<file path="src/rtl/spram_fifo_ctrl.sv">
// -----------------------------------------------------------------------------
// spram_fifo_ctrl
//
// Presents a single-port RAM (asynchronous read, synchronous write) as a FIFO.
// Upstream words are written into the RAM. They are read back in order into a
// registered output stage that drives a downstream valid/ready stream. The
// single RAM port is arbitrated every cycle, and a read request always wins.
//
// Ports:
//   iClk        clock, rising edge
//   iRst        synchronous active-high reset
//   iFlush      synchronous flush; empties the FIFO like reset
//   iIn_Valid   upstream word valid
//   iData       upstream word
//   oIn_Ready   upstream ready (combinational, depends on iOut_Ready)
//   oOut_Valid  downstream word valid (registered)
//   oData       downstream word (registered)
//   iOut_Ready  downstream ready
//   oRam_R_EN   RAM read enable
//   oRam_W_EN   RAM write enable
//   oRam_Addr   RAM address
//   oRam_WData  RAM write data (always iData)
//   iRam_RData  RAM asynchronous read data
//   oCount      words held in RAM plus output register, 0..RAM_DEPTH+1
//   oFull       RAM holds RAM_DEPTH words
//   oEmpty      oCount == 0
// -----------------------------------------------------------------------------
module spram_fifo_ctrl #(
    parameter int DATA_WIDTH = 64,
    parameter int ADDR_WIDTH = 5,
    parameter int RAM_DEPTH  = 32
) (
    input  logic                  iClk,
    input  logic                  iRst,
    input  logic                  iFlush,
    input  logic                  iIn_Valid,
    input  logic [DATA_WIDTH-1:0] iData,
    output logic                  oIn_Ready,
    output logic                  oOut_Valid,
    output logic [DATA_WIDTH-1:0] oData,
    input  logic                  iOut_Ready,
    output logic                  oRam_R_EN,
    output logic                  oRam_W_EN,
    output logic [ADDR_WIDTH-1:0] oRam_Addr,
    output logic [DATA_WIDTH-1:0] oRam_WData,
    input  logic [DATA_WIDTH-1:0] iRam_RData,
    output logic [ADDR_WIDTH:0]   oCount,
    output logic                  oFull,
    output logic                  oEmpty
);

    localparam logic [ADDR_WIDTH:0]   DEPTH_CNT = (ADDR_WIDTH+1)'(RAM_DEPTH);
    localparam logic [ADDR_WIDTH-1:0] LAST_ADDR = ADDR_WIDTH'(RAM_DEPTH - 1);

    logic [ADDR_WIDTH-1:0] wr_ptr;
    logic [ADDR_WIDTH-1:0] rd_ptr;
    logic [ADDR_WIDTH:0]   mem_cnt;
    logic                  out_valid;
    logic [DATA_WIDTH-1:0] out_data;

    logic                  clear;
    logic                  rd_req;
    logic                  rd_go;
    logic                  in_ready;
    logic                  wr_go;

    // Pointers wrap explicitly at the last RAM word, so RAM_DEPTH need not be
    // a power of two.
    function automatic logic [ADDR_WIDTH-1:0] next_ptr(input logic [ADDR_WIDTH-1:0] ptr);
        return (ptr == LAST_ADDR) ? '0 : ptr + 1'b1;
    endfunction

    // Reset and flush both suppress any RAM access and any upstream accept in
    // the cycle they are sampled.
    assign clear = iRst | iFlush;

    // A read is wanted whenever the RAM holds data and the output register
    // is free or is being emptied this cycle. Reads always win the port, which
    // makes oIn_Ready depend combinationally on iOut_Ready.
    assign rd_req   = (mem_cnt != '0) && (!out_valid || iOut_Ready);
    assign rd_go    = rd_req && !clear;
    assign in_ready = (mem_cnt < DEPTH_CNT) && !rd_req && !clear;
    assign wr_go    = iIn_Valid && in_ready;

    assign oIn_Ready  = in_ready;
    assign oRam_WData = iData;

    // RAM port mux: read, write or idle (address parked at 0 when idle).
    always_comb begin
        oRam_R_EN = 1'b0;
        oRam_W_EN = 1'b0;
        oRam_Addr = '0;
        if (rd_go) begin
            oRam_R_EN = 1'b1;
            oRam_Addr = rd_ptr;
        end else if (wr_go) begin
            oRam_W_EN = 1'b1;
            oRam_Addr = wr_ptr;
        end
    end

    // Pointer, count and output-register state. rd_go and wr_go are mutually
    // exclusive, so mem_cnt moves by at most one per cycle. A read refills the
    // output register even when it is being consumed in the same cycle.
    always_ff @(posedge iClk) begin
        if (iRst || iFlush) begin
            wr_ptr    <= '0;
            rd_ptr    <= '0;
            mem_cnt   <= '0;
            out_valid <= 1'b0;
            out_data  <= '0;
        end else begin
            if (rd_go) begin
                rd_ptr    <= next_ptr(rd_ptr);
                mem_cnt   <= mem_cnt - 1'b1;
                out_data  <= iRam_RData;
                out_valid <= 1'b1;
            end else begin
                if (wr_go) begin
                    wr_ptr  <= next_ptr(wr_ptr);
                    mem_cnt <= mem_cnt + 1'b1;
                end
                if (out_valid && iOut_Ready) begin
                    out_valid <= 1'b0;
                end
            end
        end
    end

    assign oOut_Valid = out_valid;
    assign oData      = out_data;

    // The output register counts as one more held word.
    assign oCount = mem_cnt + {{ADDR_WIDTH{1'b0}}, out_valid};
    assign oFull  = (mem_cnt == DEPTH_CNT);
    assign oEmpty = (oCount == '0);

endmodule

</file>
<file path="config.mk">
export PLATFORM = sky130hd
export DESIGN_NAME = spram_fifo_ctrl
export DESIGN_NICKNAME = d
export VERILOG_FILES = /design/src/rtl/spram_fifo_ctrl.sv
export SDC_FILE = /design/constraint.sdc
export NUM_CORES = 1
export LEC_CHECK = 0
export CAP_MARGIN = 20
export CORE_ASPECT_RATIO = 1.1
export CORE_MARGIN = 2
export CORE_UTILIZATION = 31
export DETAILED_ROUTE_END_ITERATION = 12
export PLACE_DENSITY = 0.74
export RECOVER_POWER = 25
export SYNTH_ARGS = -nofsm -noshare
export SYNTH_HDL_FRONTEND = slang
export SYNTH_SLANG_ARGS = --single-unit
</file>
<file path="constraint.sdc">
create_clock -name iClk -period 2.3 [get_ports iClk]
set_clock_uncertainty 0.2 [all_clocks]
set_input_delay 0.46 -clock iClk [delete_from_list [all_inputs] [get_ports iClk]]
set_output_delay 0.46 -clock iClk [all_outputs]
set_load 0.05 [all_outputs]
</file>
==> impl_metrics.csv, run 1 <==
group,metric,value,unit
routing,drc,0,
synthesis,avgSynthCellArea,8.04,µm²
synthesis,yosys_register_bits,81,
worst_setup_path,start_kind,"flip-flop",
die,die-area,0.0132,mm²
status,violations,"setup timing",
synthesis,synth_top_area_share,42.7,%
synthesis,synth_nets,613,
routing,drt-pass1-iter-count,5,
synthesis,syn_inst,473,
sta,tightest_slew,533,ps
pwr,pwr-share-seq,24.0,%
synthesis,ys_seq_area_share,42.7,%
routing,vias,3663,
clocking,cts_root_buf,"clkbuf_16",
global_routing,grt_pass1_wl,17.2,mm
sta,fmax,398,MHz
pwr,power.switching,0.00322,W
die,start_util,31.7,%
worst_setup_path,critPathKind,"flip-flop to output port",
final_layout,synthToLayoutAreaGrowth,55.9,%
placed_design,dp_hpwl,7.90,mm
global_routing,antenna_found_initial,0,
pwr,clockPowerShare,21.8,%
sta,hold_viol,0,
worst_setup_path,max_stage_delay,350,ps
worst_setup_path,worstPathRequired,1640,ps
synthesis,synth_cell_type_count,44,
routing,wirelength,11.2,mm
synthesis,ys.flop_type,"dfxtp_1",
sta,setup_viol,9,
global_routing,first_global_vias,3688,
die,rows,42,
run,maxCapViolations,0,
placed_design,port-buffer-count,149,
sta,fin_ws,-215,ps
synthesis,ys_async_sr_fraction,0,%
worst_setup_path,crit_slowest_cell,"dfxtp_4",
global_routing,grt_use_total,16.7,%
die,die_w,110,µm
pwr,switching_share,43.3,%
routing,viasPerCell,4.92,
final_layout,drive_gt1_share,19.3,%
sta,layout_min_cycle_time,2510,ps
synthesis,syn_area,0.00380,mm²
sta,finalSetupTns,-1510,ps
clocking,cts_sinks,81,
worst_setup_path,critPathMaxFanout,2,
sta,grt_setup_unrepaired,"true",
clocking,numCtsBuffers,9,
global_routing,gr-total-overflow,0,
worst_setup_path,critPathTopFamily,"simple AND/OR/NAND/NOR gates",
clocking,cts_buffer_depth,2,
synthesis,yosysTopAreaCell,"dfxtp_1",
sta,drv_slew,0,
synthesis,synth.cells.most_frequent,"nand2_1 (138), dfxtp_1 (81), a21oi_1 (75)",
final_layout,final_nets,727,
pwr,cellLeakagePower,2.21,nW
pwr,intPower,0.00423,W
routing,ant_nets,0,
synthesis,ys_top_cells_by_area,"dfxtp_1 (43%), nand2_1 (14%), buf_4 (13%), a21oi_1 (9.9%), ha_1 (2.3%)",
worst_setup_path,cp_cell_sequence,"ha_4 > ha_4 > xor2_4 > or3_4 > nor4_4 > buf_12",
placed_design,dp.cells,721,
final_layout,stdcell_count,745,
final_layout,fin_util,49.5,%
synthesis,synth_most_common_cell,"nand2_1",
status,status,"finished with violations",
sta,relSlewSlack,64.4,%
routing,drt_iter0_drc,133,
pwr,power_frac_comb,54.2,%
routing,drt-wirelength-per-cell,15.1,µm
pwr,power_density,1260,mW/mm²
die,die_y,120,µm
die,io_pins,278,
clocking,cts.reportedPaths.clkPinSlew,60,ps
worst_setup_path,cp.buffers_inverters,1,
worst_setup_path,end_kind,"output port",
final_layout,diodes,0,
clocking,clk_latency,330,ps
clocking,cts_tree,"done",
worst_setup_path,critPathMostFrequentCell,"ha_4",
synthesis,synth_warnings,0,
synthesis,synth_edf_count,0,
die,coreArea,0.0120,mm²
worst_setup_path,cp.arrival,1850,ps
pwr,vdd_drop_max,842,µV
final_layout,fillers,1110,
worst_setup_path,ff2ff_setup_slack,30,ps
clocking,htreeDepth,3,
worst_hold_path,min_path_type,"flip-flop to flip-flop",
global_routing,grt_max_degree,44,
sta,min_period_over_period,109,%
placed_design,place_congestion,0.878,
path summary, 6_finish.rpt:
| kind | start | to | cells after the start |
|---|---|---|---|
| worst max-delay path | oOut_Valid$_SDFFE_PP0P_ | oEmpty | 6 |
| worst min-delay path | oData[45]$_SDFFE_PP0P_ | oData[45]$_SDFFE_PP0P_ | 2 |
| worst max register to register | mem_cnt[1]$_SDFFE_PP0P_ | mem_cnt[4]$_SDFFE_PP0P_ | 9 |
| worst min register to register | oData[45]$_SDFFE_PP0P_ | oData[45]$_SDFFE_PP0P_ | 2 |
worst reg2reg max path, cell delays in order (launching register included):
cell and delay [ps]:
dfxtp_4 380, nor4_4 370, a21o_4 190, nor2_4 50, buf_6 120, xor2_1 150
ha_2 220, and3_4 170, a31oi_4 170, mux2i_1 190
metrics by stage:
stage | hold WS [ps] | instance area [µm²] | setup slack, ps | total power (W)
2_1_floorplan | 267 | 3990 | -362 | 0.00473
3_5_place_dp | 246 | 5390 | -316 | 0.00557
5_1_grt | 272 | 5930 | -268 | 0.00785
4_1_cts | 253 | 5830 | -241 | 0.00731
3_3_place_gp | 241 | 5390 | -299 | 0.00550
6_report | 253 | 5930 | -215 | 0.00745
logic make-up after synthesis:
group / Yosys count / share of synthesized area [%]
AO/OA/AOI/OAI: 103 / 15.4
AND/OR/NAND/NOR: 179 / 20.4
multiplexers: 3 / 0.790
XOR/XNOR: 5 / 1.15
flip-flops: 81 / 42.7
buffers and inverters: 95 / 17.2
adder cells (fa/ha/maj): 7 / 2.30
final cells by class:
cell class | instances | area (µm²) | area share (%)
clock buffers | 10 | 229 | 3.86
clock inverters | 5 | 104 | 1.75
inverters | 3 | 15.0 | 0.253
multi-input cells | 297 | 1760 | 29.7
flip-flops and latches | 81 | 1640 | 27.6
well taps | 154 | 193 | 3.25
repair buffers | 195 | 1990 | 33.5
state kept, by name, summed over array words and instances (netlist names):
signal / flops
oData: 64
mem_cnt: 6
rd_ptr: 5
wr_ptr: 5
oOut_Valid: 1
power groups by stage:
stage          Combinational [W]  Clock [W]  Sequential [W]
2_1_floorplan            0.00227          0         0.00246
3_3_place_gp             0.00370          0         0.00179
3_5_place_dp             0.00376          0         0.00181
4_1_cts                  0.00387    0.00166         0.00178
5_1_grt                  0.00431    0.00172         0.00181
6_report                 0.00404    0.00163         0.00178
routing by layer:
| metal | vias up | global-route usage (%) | part of all wire (%) |
|---|---|---|---|
| met5 | - | 0 | 0 |
| li1 | 1747 | - | - |
| met1 | 1718 | 17.5 | 36 |
| met2 | 159 | 29.4 | 54 |
| met3 | 39 | 5.59 | 7.9 |
| met4 | 0 | 8.54 | 2.7 |
cell usage in the layout (no fill, tap or decap), drive strengths merged, types with 2 or more instances in the layout:
cell type	instances
ha	7
o21ai	6
a22o	5
and3	4
nor3	4
dlygate4sd2	4
clkinvlp	2
nand2	138
nor2	8
xor2	2
a21oi	76
buf	62
bufinv	3
clkbuf	10
or3	4
a21o	2
a2111oi	2
a31oi	4
dfxtp	81
mux2i	3
clkdlybuf4s50	128
nand4	3
inv	3
nor4	3
xnor2	3
nand3	6
timing repair:
action | 4_1_cts | 5_1_grt
hold buffers | 0 | 0
gates resized for setup | 24 | 14
gates cloned | 0 | 0
setup endpoints to repair | 11 | 14
hold endpoints to repair | 0 | 0
buffers inserted | 5 | 6
pin swaps | 7 | 8
(Power assumes the default switching activity.)
==> inputs of run 2 (changes only) <==
--- a/config.mk
+++ b/config.mk
@@ -15,3 +15,4 @@
 export SYNTH_ARGS = -nofsm -noshare
 export SYNTH_HDL_FRONTEND = slang
 export SYNTH_SLANG_ARGS = --single-unit
+export TNS_END_PERCENT = 20
==> impl_metrics.csv, run 2 (synthesis gave the netlist of run 1 again) <==
group,metric,value,unit
die,start_util,31.7,%
worst_setup_path,end_kind,"output port",
sta,min_period_over_period,110,%
global_routing,grt_pass1_wl,16.8,mm
final_layout,mostFrequentLayoutCells,"nand2_1 (137), clkdlybuf4s50_1 (128), dfxtp_1 (76)",
worst_setup_path,start_kind,"flip-flop",
clocking,cts_tree,"done",
final_layout,final_nets,726,
final_layout,drive_gt1_share,18.6,%
clocking,clk_latency,320,ps
status,status,"finished with violations",
final_layout,largest_reg_flops,64,
worst_setup_path,worstPathRequired,1640,ps
global_routing,gr-total-overflow,0,
sta,drv_slew,0,
clocking,cts_buffer_depth,2,
die,coreArea,0.0120,mm²
sta,relSlewSlack,64.0,%
clocking,cts.reportedPaths.clkPinSlew,60,ps
clocking,numCtsBuffers,9,
routing,wirelength,10.6,mm
final_layout,fillers,1133,
final_layout,synthToLayoutAreaGrowth,52.0,%
pwr,cellLeakagePower,2.15,nW
status,violations,"setup timing",
worst_setup_path,critPathMaxFanout,2,
sta,layout_min_cycle_time,2520,ps
placed_design,dp_slack,-277,ps
clocking,cts_root_buf,"clkbuf_16",
sta,hold_viol,0,
worst_hold_path,min_path_type,"flip-flop to flip-flop",
sta,setup_viol,11,
clocking,htreeDepth,3,
global_routing,first_global_vias,3589,
routing,ant_nets,0,
clocking,cts_hold_buf,0,
run,maxCapViolations,0,
pwr,vdd_drop_max,740,µV
routing,drc,0,
routing,drt-wirelength-per-cell,14.2,µm
die,die-area,0.0132,mm²
worst_setup_path,cp.arrival,1860,ps
die,die_y,120,µm
sta,fin_ws,-225,ps
final_layout,final_common_cell,"nand2_1",
global_routing,antenna_found_initial,0,
sta,grt_setup_unrepaired,"true",
routing,drt-pass1-iter-count,4,
die,io_pins,278,
worst_setup_path,critPathKind,"flip-flop to output port",
routing,viasPerCell,4.79,
clocking,cts_sinks,81,
pwr,power_density,1230,mW/mm²
global_routing,grt_use_total,16.1,%
placed_design,dp_hpwl,8.01,mm
sta,tightest_slew,538,ps
placed_design,place_congestion,0.893,
global_routing,grt_max_degree,37,
placed_design,port-buffer-count,149,
routing,drt_iter0_drc,118,
die,rows,42,
sta,fmax,396,MHz
die,die_w,110,µm
routing,vias,3565,
final_layout,diodes,0,
sta,finalSetupTns,-1360,ps
-- run 2: per-stage QoR --
| step | hold WS (ps) | util, % | std cells | power (W) | instance area (µm²) |
|---|---|---|---|---|---|
| 6_report | 255 | 48.2 | 745 | 0.00708 | 5780 |
| 5_1_grt | 264 | 48.2 | 745 | 0.00753 | 5780 |
| 4_1_cts | 256 | 48.1 | 744 | 0.00714 | 5760 |
| 3_5_place_dp | 247 | 44.7 | 721 | 0.00562 | 5360 |
| 3_3_place_gp | 241 | 44.7 | 721 | 0.00554 | 5360 |
| 2_1_floorplan | 254 | - | 473 | 0.00472 | 3940 |
-- run 2: area by class of cell --
cell class                 instances  area (µm²)  share of cell area, %
clock inverter                     6        65.1                   1.13
tap                              154         193                   3.34
sequential                        81        1630                   28.2
multi-input combinational        297        1680                   29.2
clock buffer                      10         239                   4.14
inverter                           3        15.0                  0.260
timing repair buffer             194        1950                   33.8
-- run 2: worst paths after layout --
| path | slack, ps | depth (start not counted) | endpoint | from |
|---|---|---|---|---|
| max | -220 | 6 | oEmpty | oOut_Valid$_SDFFE_PP0P_ |
| min | 260 | 2 | oData[24]$_SDFFE_PP0P_ | oData[24]$_SDFFE_PP0P_ |
| max reg2reg | -20 | 11 | mem_cnt[2]$_SDFFE_PP0P_ | oOut_Valid$_SDFFE_PP0P_ |
| min reg2reg | 260 | 2 | oData[24]$_SDFFE_PP0P_ | oData[24]$_SDFFE_PP0P_ |
-- run 2: power breakdown --
part           internal [W]  switching (W)  total [W]  leakage, nW
logic               0.00147        0.00240    0.00387         1.34
clock network      0.000871       0.000553    0.00142        0.149
registers           0.00164       0.000150    0.00179        0.659
-- run 2: layer usage --
layer	up-vias	wire length, µm	GRT usage, %
met4	0	400	8.15
met3	45	1210	8.26
met5	-	0	0
met2	150	5040	26.4
li1	1739	-	-
met1	1631	3930	16.7
-- run 2: critical path, stage by stage, from the launching register on --
cell and delay (ps):
dfxtp_4 350, ha_4 170, ha_4 170, xor2_4 140, or3_4 330, nor4_4 190
buf_12 180
-- run 2: repair_timing --
| action | 4_1_cts | 5_1_grt |
|---|---|---|
| endpoints found under the setup margin | 13 | 15 |
| pin swaps | 12 | 1 |
| gates resized for setup | 24 | 1 |
| setup buffers | 8 | 1 |
